**src/rtl/clock_ratio_monitor_if.sv**
```systemverilog
// Interface between a divided clock under test and its ratio monitor.
// The master side drives the divided clock and observes the status; the
// slave side is the monitor itself, which samples sig_in and reports the
// measured period, high time and lock/loss status.
interface clock_ratio_monitor_if #(
    parameter int CNT_W = 8
);

    logic             sig_in;
    logic [CNT_W-1:0] period;
    logic [CNT_W-1:0] high_time;
    logic             meas_valid;
    logic             ratio_ok;
    logic             locked;
    logic             lost;

    modport master (
        output sig_in,
        input  period,
        input  high_time,
        input  meas_valid,
        input  ratio_ok,
        input  locked,
        input  lost
    );

    modport slave (
        input  sig_in,
        output period,
        output high_time,
        output meas_valid,
        output ratio_ok,
        output locked,
        output lost
    );

endinterface

```
**src/rtl/clock_ratio_monitor.sv**
```systemverilog
// Receive-side checker for a divide-by-N clock. The divided clock is
// treated as data synchronous to clk_in: every period (rising edge to
// rising edge) and its high time are measured in clk_in cycles, compared
// against EXP_RATIO, and LOCK_CNT consecutive matches declare lock. If no
// rising edge arrives for TIMEOUT cycles the monitor reports loss of signal
// until the next edge. TIMEOUT must not exceed 2^CNT_W-1, otherwise the
// saturating period counter can never reach it.
module clock_ratio_monitor #(
    parameter int CNT_W     = 8,
    parameter int EXP_RATIO = 5,
    parameter int LOCK_CNT  = 4,
    parameter int TIMEOUT   = 64
) (
    input  logic                 clk_in,
    input  logic                 rst,
    clock_ratio_monitor_if.slave mon
);

    localparam int GOOD_W = $clog2(LOCK_CNT + 1);

    localparam logic [CNT_W-1:0]  CNT_MAX   = {CNT_W{1'b1}};
    localparam logic [CNT_W-1:0]  EXP_V     = CNT_W'(EXP_RATIO);
    localparam logic [CNT_W-1:0]  TIMEOUT_V = CNT_W'(TIMEOUT);
    localparam logic [GOOD_W-1:0] LOCK_MAX  = GOOD_W'(LOCK_CNT);

    typedef enum logic [1:0] {
        ST_WAIT,
        ST_MEAS,
        ST_LOSS
    } state_t;

    state_t state, state_nx;

    logic s1, s2;
    logic rise;

    logic [CNT_W-1:0] cnt, hi;
    logic [CNT_W-1:0] cnt_inc, hi_inc;

    logic [GOOD_W-1:0] good, good_nx, good_inc;

    logic [CNT_W-1:0] period_q, period_nx;
    logic [CNT_W-1:0] high_q, high_nx;
    logic             valid_q, valid_nx;
    logic             ok_q, ok_nx;
    logic             locked_q, locked_nx;
    logic             lost_q, lost_nx;

    // A rising edge is a sample of 1 preceded by a sample of 0.
    assign rise = s1 & ~s2;

    // Both counters stick at all-ones rather than wrapping, so a very long
    // gap can never alias onto a short legal period.
    assign cnt_inc = (cnt == CNT_MAX) ? cnt : cnt + 1'b1;
    assign hi_inc  = (s1 && (hi != CNT_MAX)) ? hi + 1'b1 : hi;

    // Two-stage sample of the divided clock for edge detection.
    always_ff @(posedge clk_in) begin
        if (rst) begin
            s1 <= 1'b0;
            s2 <= 1'b0;
        end else begin
            s1 <= mon.sig_in;
            s2 <= s1;
        end
    end

    // Period and high-time counters, restarted at 1 on every rising edge.
    always_ff @(posedge clk_in) begin
        if (rst) begin
            cnt <= '0;
            hi  <= '0;
        end else if (rise) begin
            cnt <= CNT_W'(1);
            hi  <= CNT_W'(1);
        end else begin
            cnt <= cnt_inc;
            hi  <= hi_inc;
        end
    end

    // State and status register bank.
    always_ff @(posedge clk_in) begin
        if (rst) begin
            state    <= ST_WAIT;
            good     <= '0;
            period_q <= '0;
            high_q   <= '0;
            valid_q  <= 1'b0;
            ok_q     <= 1'b0;
            locked_q <= 1'b0;
            lost_q   <= 1'b0;
        end else begin
            state    <= state_nx;
            good     <= good_nx;
            period_q <= period_nx;
            high_q   <= high_nx;
            valid_q  <= valid_nx;
            ok_q     <= ok_nx;
            locked_q <= locked_nx;
            lost_q   <= lost_nx;
        end
    end

    // Next-state and status decode. The first edge after reset or after a
    // loss only starts counting, since the period it closes is unknown. A
    // rising edge takes priority over the timeout when both coincide.
    always_comb begin
        state_nx  = state;
        good_nx   = good;
        period_nx = period_q;
        high_nx   = high_q;
        valid_nx  = 1'b0;
        ok_nx     = ok_q;
        locked_nx = locked_q;
        lost_nx   = lost_q;
        good_inc  = (good == LOCK_MAX) ? good : good + 1'b1;

        case (state)
            ST_WAIT: begin
                if (rise) begin
                    state_nx = ST_MEAS;
                end
            end
            ST_MEAS: begin
                if (rise) begin
                    period_nx = cnt;
                    high_nx   = hi;
                    valid_nx  = 1'b1;
                    ok_nx     = (cnt == EXP_V);
                    good_nx   = (cnt == EXP_V) ? good_inc : '0;
                    locked_nx = (good_nx == LOCK_MAX);
                end else if (cnt == TIMEOUT_V) begin
                    state_nx  = ST_LOSS;
                    lost_nx   = 1'b1;
                    locked_nx = 1'b0;
                    ok_nx     = 1'b0;
                    good_nx   = '0;
                end
            end
            ST_LOSS: begin
                if (rise) begin
                    state_nx = ST_MEAS;
                    lost_nx  = 1'b0;
                end
            end
            default: begin
                state_nx = ST_WAIT;
            end
        endcase
    end

    assign mon.period     = period_q;
    assign mon.high_time  = high_q;
    assign mon.meas_valid = valid_q;
    assign mon.ratio_ok   = ok_q;
    assign mon.locked     = locked_q;
    assign mon.lost       = lost_q;

endmodule

```
**src/flat_wrapper.sv**
```systemverilog
// flat-port wrapper written by rule: the top's interface ports become plain ports
module clock_ratio_monitor_flat 
#(
    parameter int CNT_W     = 8,
    parameter int EXP_RATIO = 5,
    parameter int LOCK_CNT  = 4,
    parameter int TIMEOUT   = 64
)
  (clk_in, rst, mon_sig_in, mon_period, mon_high_time, mon_meas_valid, mon_ratio_ok, mon_locked, mon_lost);
  clock_ratio_monitor_if #(.CNT_W(CNT_W)) mon_i ();
  input  logic clk_in;
  input  logic rst;
  input wire logic [$bits(mon_i.sig_in)-1:0] mon_sig_in;
  output wire logic [$bits(mon_i.period)-1:0] mon_period;
  output wire logic [$bits(mon_i.high_time)-1:0] mon_high_time;
  output wire logic [$bits(mon_i.meas_valid)-1:0] mon_meas_valid;
  output wire logic [$bits(mon_i.ratio_ok)-1:0] mon_ratio_ok;
  output wire logic [$bits(mon_i.locked)-1:0] mon_locked;
  output wire logic [$bits(mon_i.lost)-1:0] mon_lost;
  assign mon_i.sig_in = mon_sig_in;
  assign mon_period = mon_i.period;
  assign mon_high_time = mon_i.high_time;
  assign mon_meas_valid = mon_i.meas_valid;
  assign mon_ratio_ok = mon_i.ratio_ok;
  assign mon_locked = mon_i.locked;
  assign mon_lost = mon_i.lost;
  clock_ratio_monitor #(.CNT_W(CNT_W), .EXP_RATIO(EXP_RATIO), .LOCK_CNT(LOCK_CNT), .TIMEOUT(TIMEOUT)) u_core (.clk_in(clk_in), .rst(rst), .mon(mon_i));
endmodule
```
**config.mk**
```make
export PLATFORM = sky130hd
export DESIGN_NAME = clock_ratio_monitor_flat
export DESIGN_NICKNAME = d
export VERILOG_FILES = /design/src/rtl/clock_ratio_monitor_if.sv /design/src/rtl/clock_ratio_monitor.sv /design/src/flat_wrapper.sv
export SDC_FILE = /design/constraint.sdc
export NUM_CORES = 1
export LEC_CHECK = 0
export BUFFER_PORTS_ARGS = -buffer_cell sky130_fd_sc_hd__buf_4
export CAP_MARGIN = 20
export CORE_ASPECT_RATIO = 0.7
export CORE_MARGIN = 2
export CORE_UTILIZATION = 35
export DETAILED_ROUTE_END_ITERATION = 10
export PLACE_DENSITY_LB_ADDON = 0.2
export SLEW_MARGIN = 20
export SYNTH_ARGS = -nofsm -noshare
export SYNTH_HDL_FRONTEND = slang
export SYNTH_SLANG_ARGS = --single-unit
export TNS_END_PERCENT = 100
```
**constraint.sdc**
```tcl
create_clock -name clk_in -period 2 [get_ports clk_in]
set_input_delay 0 -clock clk_in [delete_from_list [all_inputs] [get_ports clk_in]]
set_output_delay 0 -clock clk_in [all_outputs]
set_load 0.02 [all_outputs]
```
======== Word-level counts from Yosys, hierarchy flattened ========
Cells that the tools add are included.
operators by class
  $add $sub $neg .......................... 3
  equal/unequal tests ..................... 13
  multiplexer cells ....................... 20
  bitwise gates (word level) .............. 3
  reduce and logical (&&, ||, !) cells .... 12
operators by type and width
  cell                                                   count
  adder 8 x 1 -> 8 bit, second input constant            2
  2-to-1 mux 3 bit                                       4
  2-to-1 mux 1 bit                                       11
  == test 8 x 3 -> 1 bit, second input constant          1
  == test 8 x 7 -> 1 bit, second input constant          1
  == test 8 bit, second input constant                   1
  inequality test 2 x 1 -> 1 bit, second input constant  4
  inequality test 8 bit, second input constant           1
  == test 3 bit, second input constant                   2
  2-to-1 mux 2 bit                                       3
  nonzero test 2 bit                                     3
  OR reduction 2 bit                                     3
  case mux 2 bit (2 select lines)                        1
  AND reduction 2 bit                                    2
  AND reduction 4 bit                                    1
  adder 3 x 1 -> 3 bit, second input constant            1
  AND reduction 3 bit                                    1
  == test 2 x 1 -> 1 bit, second input constant          1
  == test 2 bit, second input constant                   1
  logical NOT 2 bit                                      1
  inequality test 2 bit, second input constant           1
  NOT 1 bit                                              2
  case mux 1 bit (2 select lines)                        1
  bitwise AND 1 bit                                      1
  logical AND 1 bit                                      1
storage, ports and cells
  bits in registers ....................... 43
  input bits .............................. 3
  output and inout bits ................... 20
  logic and storage cells ................. 65

======== Longest topological paths before layout ========
Gate-level depths: netlist (run 1).
  depth after elaboration ................. 5
  mapped depth ............................ 7

======== Least setup slack after synthesis (run 1) ========
Ideal clock, no wire load.
  path kind ............................... reg2reg
  from .................................... register u_core.cnt[5]
  to ...................................... register u_core.good[0]
  data arrival time ....................... 1.588 ns
  required time ........................... 1.878 ns
  path slack .............................. 0.291 ns
  cell stages (with the launch flop) ...... 5
  path through ............................ dfxtp_1 -> or4_4 -> nor3_4 -> o22ai_2 -> a221o_1
on the way
  longest elaborated chain between the ends .. 3
  elaborated cells between the ends (all ways) .. 6
  those cells by class .................... eq/ne (2); mux (2); reduce/logical (2)
RTL lines
  element                                                           RTL line                                                source
  start: declaration                                                clock_ratio_monitor.sv:37                               logic [CNT_W-1:0] cnt, hi;
  start signal: assignment                                          clock_ratio_monitor.sv:77                               cnt <= cnt_inc;
  == test 8 x 3 -> 1 bit or == test 8 x 7 -> 1 bit (tied branches)  clock_ratio_monitor.sv:131, clock_ratio_monitor.sv:133
  2-to-1 mux 3 bit or nonzero test 2 bit (tied branches)            n/a
  2-to-1 mux 3 bit or AND reduction 2 bit (tied branches)           n/a
  end signal: assignment                                            clock_ratio_monitor.sv:95                               good <= good_nx;
  end: declaration                                                  clock_ratio_monitor.sv:40                               logic [GOOD_W-1:0] good, good_nx, good_inc;
Parallel ways exist; a longest one is shown, timed or not.
A chain may end at the register's enable or synchronous reset.

======== Final worst setup path (run 1) ========
Same ends and word-level chain as after synthesis.

==> metrics.csv, run 1 <==
stage,metric,value,unit
run_status,outcome,"finished, final reports clean",
yosys,Post-Synth Adder-Cell Area,3.94,%
yosys,Synth top cells by count,"dfxtp_1, nand2_1, a21oi_1",
cells_and_area,share of cells above drive strength 1,15.8,%
floorplan,I/O pin total,23,
critical_path,"Worst Path Class, Setup",reg2reg,
grt,initial antenna violation count,0,
clock_tree,Max clock buf depth,2,
timing,"Slew Viols, Final",0,
timing,Max Clk Rate,548,MHz
clock_tree,Sink Count,43,
critical_path,required time worst endpoint,2180,ps
yosys,leading area contributor after synthesis,dfxtp_1,
floorplan,Die Height,65.7,µm
timing,Period minus WS final,1830,ps
yosys,dominant cells by area after synthesis,"dfxtp_1, nand2_1, a21oi_1",
floorplan,die area,0.00606,mm²
placement,port bufs,22,
clock_tree,Root Driver,clkbuf_8,
route,antenna-violating nets left,0,
cells_and_area,diode count,0,
clock_tree,Post-CTS Setup Inserts,0,
clock_tree,hold buffers post-CTS,1,
route,DR pass1 iterations,4,
yosys,Synth warnings,0,
route,Initial DRC Count,44,
critical_path,crit start category,flop,
grt,GRT Resource Usage Total,13.6,%
job,max cap viols,0,
yosys,"EDFF count, synth",0,
critical_path,Crit-path slowest cell,or4_4,
yosys,cell with the most instances after synthesis,dfxtp_1,
cells_and_area,Post-Layout Inst Area,0.00226,mm²
critical_path,cells along the critical path,or4_4 -> nor3_4 -> o22ai_2 -> a221o_1,
min_path,Hold Path Class,in2reg,
yosys,unique cell type count in the Yosys netlist,47,
timing,Setup TNS,0,ps
critical_path,Worst Setup End Kind,flop,
clock_tree,worst-skew pair later-pin latency,290,ps
yosys,sequential-to-total area share from yosys stat,45.2,%
yosys,main combinational cell family by area after synthesis,simple AND/OR/NAND/NOR gates,
timing,RSZ-0062 raised after global routing,false,
yosys,Cells after Synth,218,
cells_and_area,nets,248,
floorplan,CORE AREA,0.00526,mm²
critical_path,crit-path max FO,5,
critical_path,max incr delay on CP,590,ps
yosys,Syn Nets,227,
clock_tree,"Reg clk slew, reported paths",80,ps
placement,Placer Congestion,0.836,
route,Vias,1497,
placement,HPWL Detailed,2660,µm
floorplan,initial core utilization,36.2,%
clock_tree,CTS tree,done,
grt,GR Util met2,17.3,%
yosys,post-synthesis compound-gate area fraction,14.3,%
power,Power Dens Cells,769,mW/mm²
grt,grt met1 use,21.1,%
grt,first-pass GRT wire length,6470,µm
yosys,post-synthesis mux area share,2.63,%
timing,Tightest Pin Transition,377,ps
yosys,#FFs+latches synth,43,
power,Lkg Pwr,0.000846,µW
timing,Worst slew margin,74.7,%
clock_tree,Max H-tree Level,2,
grt,met3 usage,3.90,%
power,Worst VDD drop,0.372,mV
grt,largest net degree at the start of global routing,27,
timing,Setup-failing EPs final,0,
clock_tree,post_cts resized,0,
yosys,async set-reset flop share out of synthesis,0,%
grt,grt peak-use layer,met1,
clock_tree,total CTS buffers,5,
route,Vias/cell,4.80,
yosys,Synth Area in Simple Gates,26.7,%
placement,post-place instance area,0.00211,mm²
route,Remaining DRCs,0,
timing,Worst Skew,6.87,ps
timing,Tcrit/Tclk final,91.3,%
critical_path,Worst EP arrival,2010,ps
route,final WL,3690,µm
yosys,top_reg_cell synth,dfxtp_1,
yosys,post-synth top area share,45.2,%
cells_and_area,post-synthesis to final-layout area growth,18.5,%
floorplan,die width,92.2,µm
timing,Final Hold Vio Count,0,
yosys,post-synthesis xor/xnor area fraction,2.76,%
yosys,mapped cell area,0.00190,mm²
route,Avg WL per Cell,11.8,µm
grt,vias in the first global route,1323,
grt,grt ovf,0,
floorplan,row count,22,
yosys,"Avg Cell Area, Syn",8.74,µm²
==> worst max-delay path, delay by kind of cell, from the launching register on <==
| kind | cells | cell delay, ps |
|---|---|---|
| AO/OA/AOI/OAI | 2 | 520 |
| flip-flops | 1 | 360 |
| AND/OR/NAND/NOR | 2 | 840 |
==> through the flow <==
step           utilization (%)  std cells  hold slack [ps]  power [µW]  setup WS (ps)
2_1_floorplan                -        218              128         953            291
3_3_place_gp              40.2        303              210         970            209
3_5_place_dp              40.2        303              216         969            169
4_1_cts                   42.9        312             66.5        1760            171
5_1_grt                   42.9        312             91.8        1800           84.6
6_report                  42.9        312             73.4        1740            175
==> layout by cell type (no fill, tap or decap), drive strengths merged, types with 2 or more instances in the layout <==
cell	synthesis	layout
nor3b	3	3
mux2i	5	5
nor4	3	3
and3	3	3
nor2	20	20
clkbuf	7	6
buf	4	24
dfxtp	43	43
nand2	42	42
inv	7	7
nand3	3	3
ha	6	6
nand3b	2	2
o21ai	4	4
nand4	2	2
bufinv	0	2
nand2b	4	4
a21oi	23	23
and2	3	3
nor3	3	3
xor2	5	5
nor2b	5	5
o211ai	3	3
==> registers in the layout, indices dropped and copies added (netlist names) <==
name,flops
u_core.mon.meas_valid,1
u_core.s1,1
u_core.mon.locked,1
u_core.cnt,8
u_core.s2,1
u_core.mon.ratio_ok,1
u_core.good,3
u_core.state,2
u_core.mon.high_time,8
u_core.mon.lost,1
u_core.mon.period,8
u_core.hi,8
==> layout make-up <==
cell class | count | area (µm²)
clock inverter | 2 | 60.1
fill | 540 | 3000
multi-input combinational | 157 | 957
sequential | 43 | 861
timing repair buffer | 25 | 190
tap | 72 | 90.1
clock buffer | 6 | 72.6
inverter | 7 | 26.3
==> worst paths after layout <==
path,from,to,slack [ps],cells after the start
setup reg to reg,u_core.cnt[5],u_core.good[0],170,4
hold reg to reg,u_core.mon.period[6],u_core.mon.period[6],460,2
hold / removal,rst,u_core.s1,70,2
setup / recovery,u_core.cnt[5],u_core.good[0],170,4
==> where the power goes <==
group          switching, µW  leakage, µW  total (µW)  internal (µW)
Sequential              15.7     0.000348         882            866
Clock                    287    0.0000654         786            499
Combinational           42.4     0.000433        67.7           25.3
==> metal layers <==
layer,up-vias,routed length [µm]
met2,31,1390
met1,672,2080
met5,-,0
met4,0,45
li1,787,-
met3,7,174
==> cells by family (layout without fill, tap and decap cells) <==
| group | count (synthesis) | count (layout) |
|---|---|---|
| AND/OR/NAND/NOR | 98 | 98 |
| flip-flops | 43 | 43 |
| AO/OA/AOI/OAI | 42 | 42 |
| buffers and inverters | 18 | 40 |
| adder cells (fa/ha/maj) | 6 | 6 |
| XOR/XNOR | 6 | 6 |
| multiplexers | 5 | 5 |
Power figures use the tool's default switching activity.
==> inputs of run 2 (changes only) <==
--- a/config.mk
+++ b/config.mk
@@ -9,7 +9,7 @@
 export CAP_MARGIN = 20
 export CORE_ASPECT_RATIO = 0.7
 export CORE_MARGIN = 2
-export CORE_UTILIZATION = 35
+export CORE_UTILIZATION = 55
 export DETAILED_ROUTE_END_ITERATION = 10
 export PLACE_DENSITY_LB_ADDON = 0.2
 export SLEW_MARGIN = 20
==> run 2 against run 1 <==
Effect of this change:
- worst hold slack worse by 16 ps
- utilization rose by 25 points
- sequential share of layout area increased by 1.0 points
- clock-buffer cell count shrank 1
- clock power fell by 27%
- sequential cell count did not move
- register-to-register slack worse by 20 ps
- die area fell by 35%
- setup slack lost 15 ps
- clock skew is 1.5 ps higher
- maximum frequency decreased by 0.84%
- combinational power increased by 2%
- critical endpoint unchanged
- largest power group unchanged
==> metrics.csv, run 2 (synthesis gave the netlist of run 1 again) <==
stage,metric,value,unit
cells_and_area,area of the multi-input gates,957,µm²
clock_tree,worst-skew pair later-pin latency,310,ps
floorplan,Die Height,53.2,µm
timing,"Slew Viols, Final",0,
route,antenna-violating nets left,0,
critical_path,Worst Path Buf+Inv,0,
cells_and_area,sequential cell area,861,µm²
clock_tree,total CTS buffers,5,
timing,Tightest Pin Transition,396,ps
timing,Worst Skew,8.40,ps
route,Avg WL per Cell,12.8,µm
critical_path,Worst EP arrival,2040,ps
timing,Setup-failing EPs final,0,
clock_tree,Max clock buf depth,2,
floorplan,row count,17,
route,final WL,3660,µm
grt,initial antenna violation count,0,
floorplan,initial core utilization,58.9,%
critical_path,crit-path max FO,5,
timing,Setup TNS,0,ps
power,Tot Pwr,1530,µW
critical_path,"Worst Path Class, Setup",reg2reg,
timing,Max Clk Rate,543,MHz
route,Initial DRC Count,110,
cells_and_area,diode count,0,
cells_and_area,nets,248,
placement,Placer Congestion,0.790,
power,Lkg Pwr,0.000828,µW
run_status,outcome,"finished, final reports clean",
clock_tree,"Reg clk slew, reported paths",90,ps
power,Power Dens Cells,694,mW/mm²
floorplan,die area,0.00396,mm²
clock_tree,CTS tree,done,
job,max cap viols,0,
placement,HPWL Detailed,2480,µm
cells_and_area,FILL cells,283,
power,Worst VDD drop,0.572,mV
clock_tree,Sink Count,43,
timing,Period minus WS final,1840,ps
cells_and_area,post-synthesis to final-layout area growth,15.5,%
critical_path,"delay-heaviest family, CP",simple AND/OR/NAND/NOR gates,
cells_and_area,"most common cell after layout, fill and taps aside",dfxtp_1,
grt,grt ovf,0,
clock_tree,post_cts resized,0,
grt,GRT Resource Usage Total,21.6,%
timing,Final Hold Vio Count,0,
timing,Tcrit/Tclk final,92.0,%
critical_path,Crit-path slowest cell,or4_4,
critical_path,cells along the critical path,or4_4 -> nor3_4 -> o22ai_2 -> a221o_1,
floorplan,die width,74.3,µm
grt,largest net degree at the start of global routing,27,
cells_and_area,"commonest cells after routing, fill and taps aside","dfxtp_1, nand2_1, a21oi_1, buf_4, nor2_1",
critical_path,crit start category,flop,
grt,first-pass GRT wire length,6300,µm
route,Vias,1542,
clock_tree,Root Driver,clkbuf_8,
route,Vias/cell,5.37,
placement,port bufs,22,
route,Remaining DRCs,0,
critical_path,Worst Setup End Kind,flop,
critical_path,required time worst endpoint,2200,ps
timing,Worst slew margin,73.4,%
clock_tree,Max H-tree Level,2,
min_path,Hold Path Class,in2reg,
critical_path,max incr delay on CP,600,ps
grt,vias in the first global route,1364,
floorplan,CORE AREA,0.00323,mm²
cells_and_area,share of cells above drive strength 1,16.3,%
floorplan,I/O pin total,23,
route,DR pass1 iterations,4,
timing,RSZ-0062 raised after global routing,false,
==> run 2: cell types whose count changed in the layout (fill, tap and decap cells not counted) <==
cell,delta
buf_12,+1
buf_4,-1
clkbuf_1,-1
clkinvlp_4,+1
bufinv_16,-2
clkinv_4,+2
==> run 2: per-layer routing <==
metal / wire (µm) / GRT usage, % / vias to the layer above / part of all wire [%]
met2: 1470 / 30.4 / 50 / 40
met3: 211 / 5.71 / 8 / 5.8
li1: - / - / 790 / -
met4: 66 / 9.82 / 0 / 1.8
met1: 1910 / 30.6 / 694 / 52
met5: 0 / 0 / - / 0
==> run 2: final timing paths <==
path | from | end | slack (ps) | cells past startpoint
max | u_core.cnt[5] | u_core.good[0] | 160 | 4
min | rst | u_core.mon.meas_valid | 60 | 2
max reg2reg | u_core.cnt[5] | u_core.good[0] | 160 | 4
min reg2reg | u_core.mon.high_time[5] | u_core.mon.high_time[5] | 460 | 2
==> run 2: report_power, final <==
| group | switching, µW | internal [µW] |
|---|---|---|
| sequential | 15.8 | 866 |
| clock | 325 | 250 |
| combinational | 42.9 | 26.3 |
==> run 2: timing repair <==
item                      in CTS  in global routing
setup buffers                  0                  0
hold endpoints to repair       1                  0
hold buffers                   1                  0
==> run 2: per-stage QoR <==
step           hold WS, ps  std cells  setup WS (ps)  utilization, %  cell area [µm²]
6_report              57.0        287            159            68.0             2200
5_1_grt               60.5        287           78.8            68.0             2200
2_1_floorplan          128        218            291               -             1900
3_3_place_gp           212        278            210            64.8             2100
4_1_cts               47.0        287            166            68.0             2200
3_5_place_dp           217        278            176            64.8             2100
==> run 2: layout make-up <==
cell class                 instances  share of cell area [%]
clock buffer                       5                    3.13
tap                               47                    2.67
inverter                           7                    1.19
sequential                        43                    39.1
clock inverter                     3                    1.14
multi-input combinational        157                    43.5
timing repair buffer              25                    9.21
==> run 2: worst reg2reg max path, delay by kind of cell, from the launching register on <==
family           cells  cell delay, ps
AO/OA/AOI/OAI        2             520
flip-flops           1             360
AND/OR/NAND/NOR      2             850
